**config.mk**
```make
export PLATFORM = sky130hd
export DESIGN_NAME = cdb_arbiter
export DESIGN_NICKNAME = d
export VERILOG_FILES = /design/src/rtl/cdb_arbiter_pkg.sv /design/src/rtl/rv32i_types.sv /design/src/rtl/cdb_lane_fifo.sv /design/src/rtl/cdb_arbiter.sv
export SDC_FILE = /design/constraint.sdc
export NUM_CORES = 1
export LEC_CHECK = 0
export CAP_MARGIN = 0
export CORE_MARGIN = 4
export CORE_UTILIZATION = 59
export DETAILED_ROUTE_END_ITERATION = 8
export PLACE_DENSITY = 0.88
export SYNTH_ARGS = -nofsm -noshare
export SYNTH_HDL_FRONTEND = slang
export SYNTH_SLANG_ARGS = --single-unit
```
**constraint.sdc**
```tcl
create_clock -name clk -period 9.8 [get_ports clk]
set_input_delay 1.47 -clock clk [delete_from_list [all_inputs] [get_ports clk]]
set_output_delay 1.47 -clock clk [all_outputs]
set_load 0.02 [all_outputs]
```
**src/rtl/cdb_arbiter_pkg.sv**
```systemverilog
// Helpers for the CDB arbiter: the multiplier issue-credit test.
package cdb_arbiter_pkg;

    // A new multiply may issue only if every outstanding result still has a FIFO slot.
    function automatic logic has_credit(input int unsigned fifo_count,
                                        input int unsigned inflight,
                                        input int unsigned depth);
        return (fifo_count + inflight) < depth;
    endfunction

endpackage

```
**src/rtl/rv32i_types.sv**
```systemverilog
// Shared RV32I datapath types. fu_output_t is the record a functional unit hands to the CDB.
package rv32i_types;

    typedef struct packed {
        logic        valid;
        logic [7:0]  rob_id;
        logic [5:0]  rd_phys;
        logic [4:0]  rd_arch;
        logic [31:0] result;
    } fu_output_t;

endpackage

```
**src/rtl/cdb_lane_fifo.sv**
```systemverilog
// One-lane circular buffer holding multiplier results that lost CDB arbitration.
module cdb_lane_fifo
    import rv32i_types::*;
#(
    parameter  int DEPTH = 4,
    localparam int AW    = $clog2(DEPTH),
    localparam int CW    = AW + 1
) (
    input  logic          clk,
    input  logic          rst,
    input  logic          push,
    input  fu_output_t    push_data,
    input  logic          pop,
    output fu_output_t    head,
    output logic [CW-1:0] count
);

    fu_output_t    mem [DEPTH];
    logic [AW-1:0] rd_ptr;
    logic [AW-1:0] wr_ptr;

    always_ff @(posedge clk or posedge rst) begin
        if (rst) begin
            rd_ptr <= '0;
            wr_ptr <= '0;
            count  <= '0;
        end else begin
            if (push) wr_ptr <= wr_ptr + AW'(1);
            if (pop)  rd_ptr <= rd_ptr + AW'(1);
            case ({push, pop})
                2'b10:   count <= count + CW'(1);
                2'b01:   count <= count - CW'(1);
                default: count <= count;
            endcase
        end
    end

    // Storage needs no reset: count gates every read.
    always_ff @(posedge clk) begin
        if (push) mem[wr_ptr] <= push_data;
    end

    assign head = mem[rd_ptr];

    always @(posedge clk) begin
        if (!rst) assert (!(push && count == CW'(DEPTH)));
    end

endmodule

```
**src/rtl/cdb_arbiter.sv**
```systemverilog
// Per-lane merge of ALU and multiplier completions onto one registered CDB slot,
// with multiplier credits and a starvation guard that throttles ALU issue.
module cdb_arbiter
    import rv32i_types::*;
    import cdb_arbiter_pkg::*;
#(
    parameter int SS             = 2,
    parameter int MUL_FIFO_DEPTH = 4,
    parameter int STARVE_LIMIT   = 3
) (
    input  logic          clk,
    input  logic          rst,
    input  logic [SS-1:0] alu_valid,
    input  fu_output_t    alu_result [SS],
    input  logic [SS-1:0] mul_issue,
    input  logic [SS-1:0] mul_valid,
    input  fu_output_t    mul_result [SS],
    output fu_output_t    cdb [SS],
    output logic [SS-1:0] write_from_fu,
    output logic [SS-1:0] alu_status,
    output logic [SS-1:0] mult_status
);

    localparam int CW  = $clog2(MUL_FIFO_DEPTH) + 1;
    localparam int AGW = $clog2(STARVE_LIMIT) + 1;
    localparam logic [AGW-1:0] AGE_MAX = AGW'(STARVE_LIMIT - 1);

    for (genvar i = 0; i < SS; i++) begin : g_lane
        fu_output_t     head;
        fu_output_t     cdb_q;
        logic           wff_q;
        logic [CW-1:0]  count;
        logic [CW-1:0]  inflight;
        logic [AGW-1:0] age;
        logic           head_win;
        logic           byp_win;
        logic           push;

        // Priority: ALU, then buffered head, then bypass only into an empty FIFO.
        always_comb begin
            head_win = !alu_valid[i] && (count != '0);
            byp_win  = !alu_valid[i] && (count == '0) && mul_valid[i];
            push     = mul_valid[i] && !byp_win;
        end

        cdb_lane_fifo #(.DEPTH(MUL_FIFO_DEPTH)) u_fifo (
            .clk       (clk),
            .rst       (rst),
            .push      (push),
            .push_data (mul_result[i]),
            .pop       (head_win),
            .head      (head),
            .count     (count)
        );

        always_ff @(posedge clk or posedge rst) begin
            if (rst) begin
                cdb_q    <= '0;
                wff_q    <= 1'b0;
                inflight <= '0;
                age      <= '0;
            end else begin
                wff_q <= alu_valid[i] || head_win || byp_win;
                if (alu_valid[i])  cdb_q <= alu_result[i];
                else if (head_win) cdb_q <= head;
                else if (byp_win)  cdb_q <= mul_result[i];

                case ({mul_issue[i], mul_valid[i]})
                    2'b10:   inflight <= inflight + CW'(1);
                    2'b01:   inflight <= inflight - CW'(1);
                    default: inflight <= inflight;
                endcase

                // The head loses exactly when the FIFO is non-empty and the ALU takes the slot.
                if ((count != '0) && alu_valid[i])
                    age <= (age >= AGE_MAX) ? age : age + AGW'(1);
                else
                    age <= '0;
            end
        end

        assign cdb[i]           = cdb_q;
        assign write_from_fu[i] = wff_q;
        assign alu_status[i]    = (age < AGE_MAX);
        assign mult_status[i]   = has_credit(32'(count), 32'(inflight), MUL_FIFO_DEPTH);
    end

endmodule
```
# Word-level counts from Yosys, hierarchy flattened

Memory sizes are Yosys's and may differ from the RTL's.
Index checks and enable logic that the tools add are counted.

Register bits after elaboration: 132
Memories kept: 2
Output and inout bits: 110
Bits in writable memories: 416
Input bits: 216

Reductions and logical operators: 28
$add $sub $neg: 16
Order comparisons: 6
Eq/ne operators: 10
Muxes and demuxes: 18

Memories:

| name                 | depth | bits a word | read ports | clocked after memory_dff | write ports | line                | source |
|---|---|---|---|---|---|---|---|
| g_lane[0].u_fifo.mem | 4     | 52          | 1          | 0                        | 1           | cdb_lane_fifo.sv:18 | `fu_output_t mem [DEPTH];` |
| g_lane[1].u_fifo.mem | 4     | 52          | 1          | 0                        | 1           | cdb_lane_fifo.sv:18 |  |

Operator list:

| cell                                                                                 | number |
|---|---|
| 52-bit two-way mux                                                                   | 6 |
| 3-bit case mux with 2 select lines                                                   | 4 |
| 3-bit by 1-bit adder with 3-bit output (second input constant)                       | 6 |
| 3-bit two-way mux                                                                    | 4 |
| 3-bit nonzero test                                                                   | 4 |
| 3-bit by 1-bit subtractor with 3-bit output (second input constant)                  | 4 |
| 1-bit logical AND                                                                    | 10 |
| 2-bit by 1-bit adder with 2-bit output (second input constant)                       | 4 |
| 3-bit by 3-bit adder with 4-bit output                                               | 2 |
| 2-bit by 1-bit == test with 1-bit output (second input constant)                     | 4 |
| 2-bit == test (second input constant)                                                | 4 |
| 4-bit by 3-bit < comparator with 1-bit output (second input constant)                | 2 |
| 2-bit nonzero test                                                                   | 4 |
| 3-bit by 2-bit greater-or-equal comparator with 1-bit output (second input constant) | 2 |
| 3-bit zero test                                                                      | 2 |
| 3-bit by 2-bit < comparator with 1-bit output (second input constant)                | 2 |
| 1-bit zero test                                                                      | 4 |
| 1-bit logical OR                                                                     | 4 |
| 1-bit two-way mux                                                                    | 4 |
| 2-bit inequality test (second input constant)                                        | 2 |

# Longest topological paths before layout

Word-level depth: 7
Mapped depth: 11
Gate-level depth less buffers: 8

# Modules after synthesis

A second synthesis with hierarchy kept.

Cell total of the unflattened synthesis: 1331
Area total of the unflattened synthesis: 22617.9 um2

By module, submodules not included:

| module        | times used | sequential area each (um2) | cells an instance | area an instance (um2) |
|---|---|---|---|---|
| cdb_lane_fifo | 2          | 6421.2                     | 307               | 7961.4 |
| cdb_arbiter   | 1          | 2952.8                     | 717               | 6695.2 |

# Worst setup path after synthesis

No wires, ideal clock.

Kind: in2reg
Start: in alu_valid[0]
End: mem g_lane[0].u_fifo.mem[1][0] (netlist name), enable pin
Required time: 9.385 ns
Arrival: 3.330 ns
Path slack: 6.055 ns
Stages: 5
Cells stage by stage: buf_6 > or4_4 > buf_6 > clkbuf_1 > and3_1

Longest elaborated chain between the ends: 7

Ends and longest elaborated chain:

| what                                    | line                | source |
|---|---|---|
| start: declaration                      | cdb_arbiter.sv:13   | `input logic [SS-1:0] alu_valid,` |
| 1-bit zero test                         | cdb_arbiter.sv:42   | `byp_win = !alu_valid[i] && (count == '0) && mul_valid[i];` |
| 1-bit logical AND (2 in a row)          | cdb_arbiter.sv:42   |  |
| 1-bit zero test                         | cdb_arbiter.sv:43   | `push = mul_valid[i] && !byp_win;` |
| 1-bit logical AND                       | cdb_arbiter.sv:43   |  |
| 1-bit two-way mux                       | cdb_lane_fifo.sv:40 | `if (push) mem[wr_ptr] <= push_data;` |
| 1-bit two-way mux (not written as such) | cdb_lane_fifo.sv:40 |  |
| end: declaration                        | cdb_lane_fifo.sv:18 |  |

No other way between the ends.

# Worst setup path in the final report

Start: in alu_valid[0]
End: mem g_lane[0].u_fifo.mem[3][25] (netlist name), enable pin

The elaborated chain is that of the path after synthesis.

==> impl_metrics.yaml <==
layout:
  layout-area-overhead-vs-synth_pct: 24.3
  drive_above_1_share_pct: 13.2
  nets: 1922
  final_common_cell: "edfxtp_1"
  layout.cells.non_filler: 2242
  post-route-util_pct: 74.5
  layout_common_cells: "416 x edfxtp_1, 321 x clkdlybuf4s50_1, 128 x dfrtp_1"
sta:
  maxSlewHeadroom_pct: 17.7
  setup_ws_ns: 5.84
  finalCritPeriodShare_pct: 40.4
  max_freq_mhz: 252
  finClkSkew_ns: 0.0331
  grt_setup_unrepaired: "no"
  finalSetupTns_ns: 0
  tightest_slew_ns: 1.23
  hold_viol: 0
  slew_viol_final: 0
  finalSetupViolations: 0
  period_needed_ns: 3.96
floorplanning:
  rows: 71
  dieArea_sq_um: 41500
  die_w_um: 204
  initial_core_util_pct: 59.9
  coreArea_sq_um: 37700
  die_h_um: 204
  ios: 326
hold_path:
  hold_path_class: "flop to flop"
  worstHoldPathCells: 1
global_route:
  grt_util_all_layers_pct: 25.3
  antenna_found_initial: 3
  grt_overflow: 0
  grt_pass1_vias: 14400
  grt_pass1_wl_um: 82100
  grt_max_degree: 112
clocking:
  cts_setup_buffers: 0
  cts_root_buffer: "clkbuf_16"
  clkTransAtPathRegs_ns: 0.06
  cts_buffer_depth: 3
  cts.sinks: 548
  cts-buffers-inserted: 53
  cts_max_level: 2
  cts_resized: 0
  clk_latency_ns: 0.58
  cts_tree: "built"
  ctsHoldBuffers: 0
worst_setup_path:
  cp.required_ns: 10.00
  crit_type: "input port to flop"
  startpoint_type: "input port"
  reg2reg_depth: 8
  cp.arrival_ns: 4.16
  cp-end-kind: "flop"
  path_max_fanout: 110
placement:
  placed_cells: 2139
  place_ws_ns: 5.27
  numPortBuffers: 325
  dp_hpwl_um: 30500
  place.gp.congestion: 0.784
yosys:
  ys_ff_latch: 548
  synth_largest_area_cell: "edfxtp_1"
  ys_seq_area_share_pct: 70.0
  synth_top_area_share_pct: 55.3
  yosysUniqueCellTypes: 31
  yosys-top-cells-area: "edfxtp_1 55%, dfrtp_1 15%, mux4_2 10%, a22o_1 4.0%, or3_1 2.9%"
  syn_inst: 1386
  syn_nets: 1625
  ys_warn_count: 0
  syn_avg_cell_area_sq_um: 16.3
  netlist_area_sq_um: 22600
power_and_ir_drop:
  powerDensity_nw_per_um2: 285
  p_leak_nw: 9.98
  finalPower_w: 0.00800
  peakVddDrop_uv: 227
detailed_routing:
  vias_per_cell: 6.02
  vias: 13500
  wl_per_cell_um: 23.5
  first_iter_violations: 1060
  first_pass_iters: 5
  drt-total-wl_um: 52600
  remaining_drc_errors: 0
  ant_nets: 0
flow_run:
  maxCapViolCount: 0
outcome:
  status: "complete, no violations"
==> metal layers <==
layer | global-route usage (%) | routed length (um) | part of all wire, % | vias up
met5 | 0 | 0 | 0 | -
met2 | 43.5 | 27600 | 52 | 600
met1 | 33.2 | 20100 | 38 | 6873
met3 | 4.28 | 3200 | 6.1 | 118
met4 | 8.89 | 1770 | 3.4 | 0
li1 | - | - | - | 5908
==> registers in the layout (all words and copies together), names as in the netlist <==
signal                cells
g_lane.u_fifo.count       6
cdb                     104
g_lane.u_fifo.rd_ptr      4
g_lane.wff_q              2
g_lane.age                6
g_lane.inflight           6
g_lane.u_fifo.wr_ptr      4
g_lane.u_fifo.mem       416
==> cells in the mapped netlist <==
cell type / n
nand3_1: 2
inv_1: 24
nor4_1: 2
nor2b_1: 104
buf_2: 12
o21ai_0: 104
a22o_1: 104
and2_1: 2
nor3_1: 1
nor2_1: 11
dfrtp_1: 132
or3_1: 106
ha_1: 19
mux2_2: 2
fa_1: 4
mux4_2: 104
xnor2_1: 10
mux2i_1: 4
buf_6: 4
or2_2: 2
buf_1: 2
nand2b_1: 1
edfxtp_1: 416
clkbuf_1: 68
nand2_1: 108
a21oi_1: 4
or4_4: 2
clkbuf_2: 10
xor2_1: 10
and3_1: 10
buf_4: 2
==> power breakdown <==
| part | total [W] | internal [W] | switching [W] |
|---|---|---|---|
| combinational | 0.00231 | 0.00116 | 0.00115 |
| clock | 0.00217 | 0.00133 | 0.000845 |
| sequential | 0.00352 | 0.00313 | 0.000394 |
==> worst paths after layout <==
kind / start / slack (ns) / endpoint
max: alu_valid[0] / 5.84 / g_lane[0].u_fifo.mem[3][25]
min: g_lane[1].inflight[0] / 0.49 / g_lane[1].inflight[0]
max reg2reg: g_lane[0].u_fifo.count[0] / 6.93 / g_lane[0].u_fifo.count[2]
min reg2reg: g_lane[1].inflight[0] / 0.49 / g_lane[1].inflight[0]
max in group asynchronous: rst / 7.10 / g_lane[0].u_fifo.rd_ptr[0]
min in group asynchronous: rst / 1.47 / cdb[43]
==> per-stage QoR <==
stage / hold WS [ns] / area (sq um)
final: 0.492 / 28000
after floorplan: 0.446 / 22600
after global placement: 0.461 / 26200
after CTS: 0.497 / 28000
after global routing: 0.529 / 28000
after detailed placement: 0.481 / 26200
==> final cells by class <==
class | count | area [sq um]
Sequential cell | 548 | 15800
Fill cell | 2201 | 9620
Multi-Input combinational cell | 716 | 6270
Timing Repair Buffer | 340 | 3350
Clock buffer | 71 | 1490
Tap cell | 511 | 639
Clock inverter | 29 | 400
Inverter | 24 | 95.1
Antenna cell | 3 | 7.51
==> worst max-delay path, cell delays in order <==
cell and delay, ns:
buf_2 0.81, or4_4 0.88, and3_2 0.30, buf_4 0.59
==> cell families after synthesis <==
group | after synthesis | share of synthesized area (%)
AND/OR/NAND/NOR | 351 | 8.44
XOR/XNOR | 20 | 0.776
AO/OA/AOI/OAI | 212 | 6.43
flip-flops | 548 | 70.0
multiplexers | 110 | 10.7
adder cells (fa/ha/maj) | 23 | 1.41
buffers and inverters | 122 | 2.32
Power figures use the tool's default switching activity.
